$ cat src/rtl/apb_master_fsm_if.sv
// apb_master_fsm_if: request/response handshake and APB bus signals of the AXI4-Lite-to-APB master sequencer.
interface apb_master_fsm_if #(
  parameter int c_apb_num_slaves = 1
);
  logic                        req_valid;
  logic                        req_ready;
  logic                        req_write;
  logic [31:0]                 req_addr;
  logic [31:0]                 req_wdata;
  logic [3:0]                  req_wstrb;
  logic [2:0]                  req_prot;
  logic                        rsp_valid;
  logic                        rsp_ready;
  logic [31:0]                 rsp_rdata;
  logic [1:0]                  rsp_resp;
  logic [31:0]                 m_apb_paddr;
  logic [c_apb_num_slaves-1:0] m_apb_psel;
  logic                        m_apb_penable;
  logic                        m_apb_pwrite;
  logic [31:0]                 m_apb_pwdata;
  logic [3:0]                  m_apb_pstrb;
  logic [2:0]                  m_apb_pprot;
  logic [c_apb_num_slaves-1:0] m_apb_pready;
  logic [c_apb_num_slaves-1:0] m_apb_pslverr;
  logic [31:0]                 apb_rdata;
  modport master (
    input  req_valid, req_write, req_addr, req_wdata, req_wstrb, req_prot, rsp_ready,
    input  m_apb_pready, m_apb_pslverr, apb_rdata,
    output req_ready, rsp_valid, rsp_rdata, rsp_resp,
    output m_apb_paddr, m_apb_psel, m_apb_penable, m_apb_pwrite, m_apb_pwdata, m_apb_pstrb, m_apb_pprot
  );
  modport slave (
    output req_valid, req_write, req_addr, req_wdata, req_wstrb, req_prot, rsp_ready,
    output m_apb_pready, m_apb_pslverr, apb_rdata,
    input  req_ready, rsp_valid, rsp_rdata, rsp_resp,
    input  m_apb_paddr, m_apb_psel, m_apb_penable, m_apb_pwrite, m_apb_pwdata, m_apb_pstrb, m_apb_pprot
  );
endinterface

$ cat src/rtl/apb_master_fsm.sv
// apb_master_fsm: APB3/APB4 master sequencer turning one decoded request into one APB transfer and one AXI-coded response.
module apb_master_fsm #(
  parameter int c_apb_num_slaves = 1,
  parameter int c_sel_lsb        = 12,
  parameter int c_apb_timeout    = 0
) (
  input logic            s_axi_aclk,
  input logic            s_axi_areset,
  apb_master_fsm_if.master bus
);
  typedef enum logic [1:0] {IDLE, SETUP, ACCESS, RESP} state_t;
  typedef logic [c_apb_num_slaves-1:0] sel_t;
  localparam logic [4:0]  c_n        = 5'(c_apb_num_slaves);
  localparam logic [31:0] c_tmo_last = 32'(c_apb_timeout - 1);
  state_t      state, state_d;
  logic [3:0]  idx, idx_d, req_idx;
  logic [31:0] cnt, cnt_d;
  logic [31:0] paddr, paddr_d, pwdata, pwdata_d, rdata, rdata_d;
  logic [3:0]  pstrb, pstrb_d;
  logic [2:0]  pprot, pprot_d;
  logic [1:0]  resp, resp_d;
  sel_t        psel, psel_d;
  logic        penable, penable_d, pwrite, pwrite_d, rvalid, rvalid_d;
  logic [15:0] rdy16, err16;
  assign req_idx           = bus.req_addr[c_sel_lsb +: 4];
  assign rdy16             = 16'(bus.m_apb_pready);
  assign err16             = 16'(bus.m_apb_pslverr);
  assign bus.req_ready     = state == IDLE;
  assign bus.rsp_valid     = rvalid;
  assign bus.rsp_rdata     = rdata;
  assign bus.rsp_resp      = resp;
  assign bus.m_apb_paddr   = paddr;
  assign bus.m_apb_psel    = psel;
  assign bus.m_apb_penable = penable;
  assign bus.m_apb_pwrite  = pwrite;
  assign bus.m_apb_pwdata  = pwdata;
  assign bus.m_apb_pstrb   = pstrb;
  assign bus.m_apb_pprot   = pprot;
  always_comb begin
    state_d   = state;
    idx_d     = idx;
    cnt_d     = cnt;
    paddr_d   = paddr;
    pwdata_d  = pwdata;
    pstrb_d   = pstrb;
    pprot_d   = pprot;
    pwrite_d  = pwrite;
    psel_d    = psel;
    penable_d = penable;
    rvalid_d  = rvalid;
    rdata_d   = rdata;
    resp_d    = resp;
    case (state)
      IDLE: if (bus.req_valid) begin
        paddr_d  = bus.req_addr;
        pwdata_d = bus.req_wdata;
        pstrb_d  = bus.req_write ? bus.req_wstrb : 4'd0;
        pprot_d  = bus.req_prot;
        pwrite_d = bus.req_write;
        idx_d    = req_idx;
        if ({1'b0, req_idx} < c_n) begin
          psel_d    = sel_t'(16'd1 << req_idx);
          penable_d = 1'b0;
          cnt_d     = '0;
          state_d   = SETUP;
        end else begin
          rvalid_d = 1'b1;
          rdata_d  = '0;
          resp_d   = 2'b11;
          state_d  = RESP;
        end
      end
      SETUP: begin
        penable_d = 1'b1;
        state_d   = ACCESS;
      end
      ACCESS: if (rdy16[idx]) begin
        rdata_d   = pwrite ? 32'd0 : bus.apb_rdata;
        resp_d    = err16[idx] ? 2'b10 : 2'b00;
        psel_d    = '0;
        penable_d = 1'b0;
        rvalid_d  = 1'b1;
        state_d   = RESP;
      end else begin
        cnt_d = cnt + 32'd1;
        // a stuck slave is abandoned with SLVERR once the wait budget is spent
        if (c_apb_timeout != 0 && cnt == c_tmo_last) begin
          psel_d    = '0;
          penable_d = 1'b0;
          rvalid_d  = 1'b1;
          rdata_d   = '0;
          resp_d    = 2'b10;
          state_d   = RESP;
        end
      end
      RESP: if (bus.rsp_ready) begin
        rvalid_d = 1'b0;
        state_d  = IDLE;
      end
      default: state_d = IDLE;
    endcase
  end
  always_ff @(posedge s_axi_aclk or posedge s_axi_areset)
    if (s_axi_areset) begin
      state   <= IDLE;
      idx     <= '0;
      cnt     <= '0;
      paddr   <= '0;
      pwdata  <= '0;
      pstrb   <= '0;
      pprot   <= '0;
      pwrite  <= 1'b0;
      psel    <= '0;
      penable <= 1'b0;
      rvalid  <= 1'b0;
      rdata   <= '0;
      resp    <= '0;
    end else begin
      state   <= state_d;
      idx     <= idx_d;
      cnt     <= cnt_d;
      paddr   <= paddr_d;
      pwdata  <= pwdata_d;
      pstrb   <= pstrb_d;
      pprot   <= pprot_d;
      pwrite  <= pwrite_d;
      psel    <= psel_d;
      penable <= penable_d;
      rvalid  <= rvalid_d;
      rdata   <= rdata_d;
      resp    <= resp_d;
    end
endmodule

$ cat src/flat_wrapper.sv
// flat-port wrapper written by rule: the top's interface ports become plain ports
module apb_master_fsm_flat 
#(
  parameter int c_apb_num_slaves = 1,
  parameter int c_sel_lsb        = 12,
  parameter int c_apb_timeout    = 0
)
  (s_axi_aclk, s_axi_areset, bus_req_valid, bus_req_write, bus_req_addr, bus_req_wdata, bus_req_wstrb, bus_req_prot, bus_rsp_ready, bus_m_apb_pready, bus_m_apb_pslverr, bus_apb_rdata, bus_req_ready, bus_rsp_valid, bus_rsp_rdata, bus_rsp_resp, bus_m_apb_paddr, bus_m_apb_psel, bus_m_apb_penable, bus_m_apb_pwrite, bus_m_apb_pwdata, bus_m_apb_pstrb, bus_m_apb_pprot);
  apb_master_fsm_if #(.c_apb_num_slaves(c_apb_num_slaves)) bus_i ();
  input logic s_axi_aclk;
  input logic s_axi_areset;
  input wire logic [$bits(bus_i.req_valid)-1:0] bus_req_valid;
  input wire logic [$bits(bus_i.req_write)-1:0] bus_req_write;
  input wire logic [$bits(bus_i.req_addr)-1:0] bus_req_addr;
  input wire logic [$bits(bus_i.req_wdata)-1:0] bus_req_wdata;
  input wire logic [$bits(bus_i.req_wstrb)-1:0] bus_req_wstrb;
  input wire logic [$bits(bus_i.req_prot)-1:0] bus_req_prot;
  input wire logic [$bits(bus_i.rsp_ready)-1:0] bus_rsp_ready;
  input wire logic [$bits(bus_i.m_apb_pready)-1:0] bus_m_apb_pready;
  input wire logic [$bits(bus_i.m_apb_pslverr)-1:0] bus_m_apb_pslverr;
  input wire logic [$bits(bus_i.apb_rdata)-1:0] bus_apb_rdata;
  output wire logic [$bits(bus_i.req_ready)-1:0] bus_req_ready;
  output wire logic [$bits(bus_i.rsp_valid)-1:0] bus_rsp_valid;
  output wire logic [$bits(bus_i.rsp_rdata)-1:0] bus_rsp_rdata;
  output wire logic [$bits(bus_i.rsp_resp)-1:0] bus_rsp_resp;
  output wire logic [$bits(bus_i.m_apb_paddr)-1:0] bus_m_apb_paddr;
  output wire logic [$bits(bus_i.m_apb_psel)-1:0] bus_m_apb_psel;
  output wire logic [$bits(bus_i.m_apb_penable)-1:0] bus_m_apb_penable;
  output wire logic [$bits(bus_i.m_apb_pwrite)-1:0] bus_m_apb_pwrite;
  output wire logic [$bits(bus_i.m_apb_pwdata)-1:0] bus_m_apb_pwdata;
  output wire logic [$bits(bus_i.m_apb_pstrb)-1:0] bus_m_apb_pstrb;
  output wire logic [$bits(bus_i.m_apb_pprot)-1:0] bus_m_apb_pprot;
  assign bus_i.req_valid = bus_req_valid;
  assign bus_i.req_write = bus_req_write;
  assign bus_i.req_addr = bus_req_addr;
  assign bus_i.req_wdata = bus_req_wdata;
  assign bus_i.req_wstrb = bus_req_wstrb;
  assign bus_i.req_prot = bus_req_prot;
  assign bus_i.rsp_ready = bus_rsp_ready;
  assign bus_i.m_apb_pready = bus_m_apb_pready;
  assign bus_i.m_apb_pslverr = bus_m_apb_pslverr;
  assign bus_i.apb_rdata = bus_apb_rdata;
  assign bus_req_ready = bus_i.req_ready;
  assign bus_rsp_valid = bus_i.rsp_valid;
  assign bus_rsp_rdata = bus_i.rsp_rdata;
  assign bus_rsp_resp = bus_i.rsp_resp;
  assign bus_m_apb_paddr = bus_i.m_apb_paddr;
  assign bus_m_apb_psel = bus_i.m_apb_psel;
  assign bus_m_apb_penable = bus_i.m_apb_penable;
  assign bus_m_apb_pwrite = bus_i.m_apb_pwrite;
  assign bus_m_apb_pwdata = bus_i.m_apb_pwdata;
  assign bus_m_apb_pstrb = bus_i.m_apb_pstrb;
  assign bus_m_apb_pprot = bus_i.m_apb_pprot;
  apb_master_fsm #(.c_apb_num_slaves(c_apb_num_slaves), .c_sel_lsb(c_sel_lsb), .c_apb_timeout(c_apb_timeout)) u_core (.s_axi_aclk(s_axi_aclk), .s_axi_areset(s_axi_areset), .bus(bus_i));
endmodule
$ cat config.mk
export PLATFORM = sky130hd
export DESIGN_NAME = apb_master_fsm_flat
export DESIGN_NICKNAME = d
export VERILOG_FILES = /design/src/rtl/apb_master_fsm_if.sv /design/src/rtl/apb_master_fsm.sv /design/src/flat_wrapper.sv
export SDC_FILE = /design/constraint.sdc
export NUM_CORES = 1
export LEC_CHECK = 0
export CAP_MARGIN = 20
export CELL_PAD_IN_SITES_DETAIL_PLACEMENT = 0
export CELL_PAD_IN_SITES_GLOBAL_PLACEMENT = 2
export CORE_UTILIZATION = 25
export DETAILED_ROUTE_END_ITERATION = 10
export PLACE_DENSITY = 0.82
export SYNTH_ARGS = -nofsm -noshare
export SYNTH_HDL_FRONTEND = slang
export SYNTH_SLANG_ARGS = --single-unit
export TNS_END_PERCENT = 100
$ cat constraint.sdc
create_clock -name s_axi_aclk -period 4.3 [get_ports s_axi_aclk]
set_clock_uncertainty 0.1 [all_clocks]
set_input_delay 0.86 -clock s_axi_aclk [delete_from_list [all_inputs] [get_ports s_axi_aclk]]
set_output_delay 0.86 -clock s_axi_aclk [all_outputs]
set_load 0.01 [all_outputs]
==> flow_summary.ini <==
[worst_setup_path]
timing.rr.start = u_core.state[0]$_DFFE_PP0P_
criticalPathCategory = reg2out
cp-start-kind = register
r2r_slack_ps = 2000
worst_r2r_path_depth = 4
cp.depth = 3
crit_chain = inv_1 > ha_1 > clkdlybuf4s50_1
cp.buffers_inverters = 2
critPathMaxFanout = 6
cp-end-kind = output pin
r2r_end = u_core.bus.m_apb_paddr[21]$_DFFE_PP0P_
cpPeakStageDelay_ps = 610
crit_required_ps = 3340
slowest_stage = clkdlybuf4s50_1
worstPathArrival_ps = 1860
cp_top_family = buffers and inverters

[floorplanning]
start_util_pct = 25.9
row_count = 47
die-area_um2 = 17900
core_area_um2 = 16800
die_height_um = 134
die_w_um = 134
io_pins = 220

[synthesis]
synth-compound-area-share_pct = 9.89
synth_fa_ha_area_share_pct = 1.73
synth_simple_gate_area_share_pct = 2.68
ys_ff_latch = 111
yosysWarnings = 0
netlist_area_um2 = 4340
avgSynthCellArea_um2 = 15.2
syn_nets = 401
synth_top_area_cell = dfrtp_1
synth.area.top_cells = dfrtp_1 (64%), mux2_2 (19%), a22o_1 (6.5%), ha_1 (1.7%), buf_6 (1.6%)
synth_xor_area_share_pct = 0
ys_types = 27
seq_area_frac_synth_pct = 64.0
syn_inst = 285
ys.flop_type = dfrtp_1
synth_top_area_share_pct = 64.0
synthMuxAreaShare_pct = 18.7
async_reset_ff_share_pct = 100
synth_top_family_by_area = multiplexers
synth_edf_count = 0

[timing]
finalSetupTns_ps = 0
hold_viol = 0
worst_pin_slew_ps = 986
maxSlewHeadroom_pct = 34.3
drv_slew = 0
period_share_pct = 65.6
clock.fmax_ghz = 0.355
rsz0062_at_grt = false
min_period_ps = 2820
setup_viol = 0

[drt]
vias_per_cell = 4.39
ant_nets = 0
dr.pass1.iters = 4
drt_iter0_markers = 73
drt_wl_total_mm = 11.7
avgRoutedWirePerCell_um = 16.0
vias = 3193
drc = 0

[cts]
cts_tree = done
clk_latency_ps = 340
clk_path_buf_depth = 2
cts.sinks = 111
cts_resized = 0
ctsHoldBuffers = 0
cts-buffers-inserted = 9
ctsRootBufferMaster = clkbuf_16
htreeDepth = 3
clk_pin_slew_worst_paths_ps = 70
post_cts_buffers = 0

[power_and_ir_drop]
vdd_drop_max_mv = 0.278
leakage_uw = 0.00295
power.density_nw_per_um2 = 629

[flow_run]
cap_violations = 0

[grt]
grt_pass1_wl_mm = 18.6
grt_max_degree = 77
globalRouteTotalUtil_pct = 13.5
antenna_found_initial = 0
grt_pass1_vias = 3469
gr-total-overflow = 0

[placed_design]
routabilityCongestion = 0.727
port_buffers = 219
place_hpwl_mm = 8.59

[run_status]
status = finished clean

[final_layout]
nNetsFinal = 619
layout-drive-gt1-share_pct = 18.9
synthToLayoutAreaGrowth_pct = 62.3
utilization_pct = 42.0
diodes = 0

[min_path]
whs_path_depth = 2
hp-class = reg2reg
hold_end = u_core.bus.m_apb_pstrb[0]$_DFFE_PP0P_
min_from = u_core.bus.m_apb_pstrb[0]$_DFFE_PP0P_
==> area by class of cell <==
cell class	instances	area (um^2)
clock buffer	12	246
timing repair buffer	222	2210
tap	220	275
inverter	6	25.0
multi-input combinational	153	1450
sequential	111	2780
fill	1575	9720
clock inverter	4	55.1
==> cell usage after synthesis (all sizes together) (2+ instances only) <==
library cell and n:
mux2 72, inv 6, a21oi 4, ha 6, buf 10, nor2 5, o22ai 2, a22o 32
dfrtp 111, clkbuf 5, a31oi 2, nand2 10, o21ai 8
==> cells in the final DEF, fill, tap and decap left out, types with 3 or more instances in the layout <==
cell,Yosys,layout
ha_1,6,6
a21oi_1,3,3
inv_1,6,5
a22o_1,32,32
dfrtp_1,111,111
nand2_1,10,9
o21ai_0,8,8
buf_4,0,3
clkbuf_16,0,9
nor2_1,5,5
clkdlybuf4s50_1,0,219
mux2_2,72,72
==> sequential cells by signal, indices dropped and copies added, names as in the netlist <==
register,count
u_core.state,2
u_core.bus.m_apb_pprot,3
u_core.bus.m_apb_pwrite,1
u_core.bus.rsp_rdata,32
u_core.bus.m_apb_pstrb,4
u_core.bus.m_apb_penable,1
u_core.bus.rsp_resp,2
u_core.idx,3
u_core.bus.m_apb_pwdata,32
u_core.bus.m_apb_paddr,29
u_core.bus.m_apb_psel,1
u_core.bus.rsp_valid,1
==> per-layer routing <==
layer  track usage, %  share of wire, %  vias up  routed length [um]
li1                 -                 -     1466                   -
met1             15.8                41     1577                4760
met2             22.5                49      136                5720
met3             4.68               8.5       14                 991
met4             5.74               1.6        0                 181
met5                0                 0        -                   0
==> worst register-to-register path, cell delays in order, from the launching register on <==
cell and delay (ps):
dfrtp_1 420, inv_1 110, ha_1 320, nand2_4 750, mux2_2 480
==> worst max-delay path by stage <==
stage,start,end
after CTS,u_core.state[0]$_DFFE_PP0P_,bus_req_ready
final,u_core.state[0]$_DFFE_PP0P_,bus_req_ready
after global placement,bus_req_addr[12],u_core.bus.m_apb_penable$_DFFE_PP0P_
after floorplan,s_axi_areset,u_core.bus.m_apb_paddr[0]$_DFFE_PP0P_
after detailed placement,bus_req_addr[12],u_core.bus.m_apb_penable$_DFFE_PP0P_
after global routing,u_core.state[0]$_DFFE_PP0P_,bus_req_ready
==> metrics by stage <==
step	hold WS (ps)	cells	setup slack, ps	instance area, um^2	total power, uW
2_1_floorplan	416	285	409	4340	2590
3_3_place_gp	366	712	1240	6740	3590
3_5_place_dp	373	712	1230	6740	3630
4_1_cts	388	728	1450	7040	4500
5_1_grt	416	728	1370	7040	4720
6_report	383	728	1480	7040	4430
==> cell families (layout without fill, tap and decap cells) <==
| family | count (synthesis) | count (layout) |
|---|---|---|
| mux | 72 | 72 |
| simple gates | 22 | 22 |
| buf+inv | 21 | 244 |
| fa+ha+maj | 6 | 6 |
| compound gates | 53 | 53 |
| flops | 111 | 111 |
==> report_power, final <==
group	total, uW	internal, uW	leakage, uW	switching (uW)
Clock	847	471	0.000143	376
Sequential	1650	1440	0.00138	213
Combinational	1930	1170	0.00143	765
(Power assumes the default switching activity.)
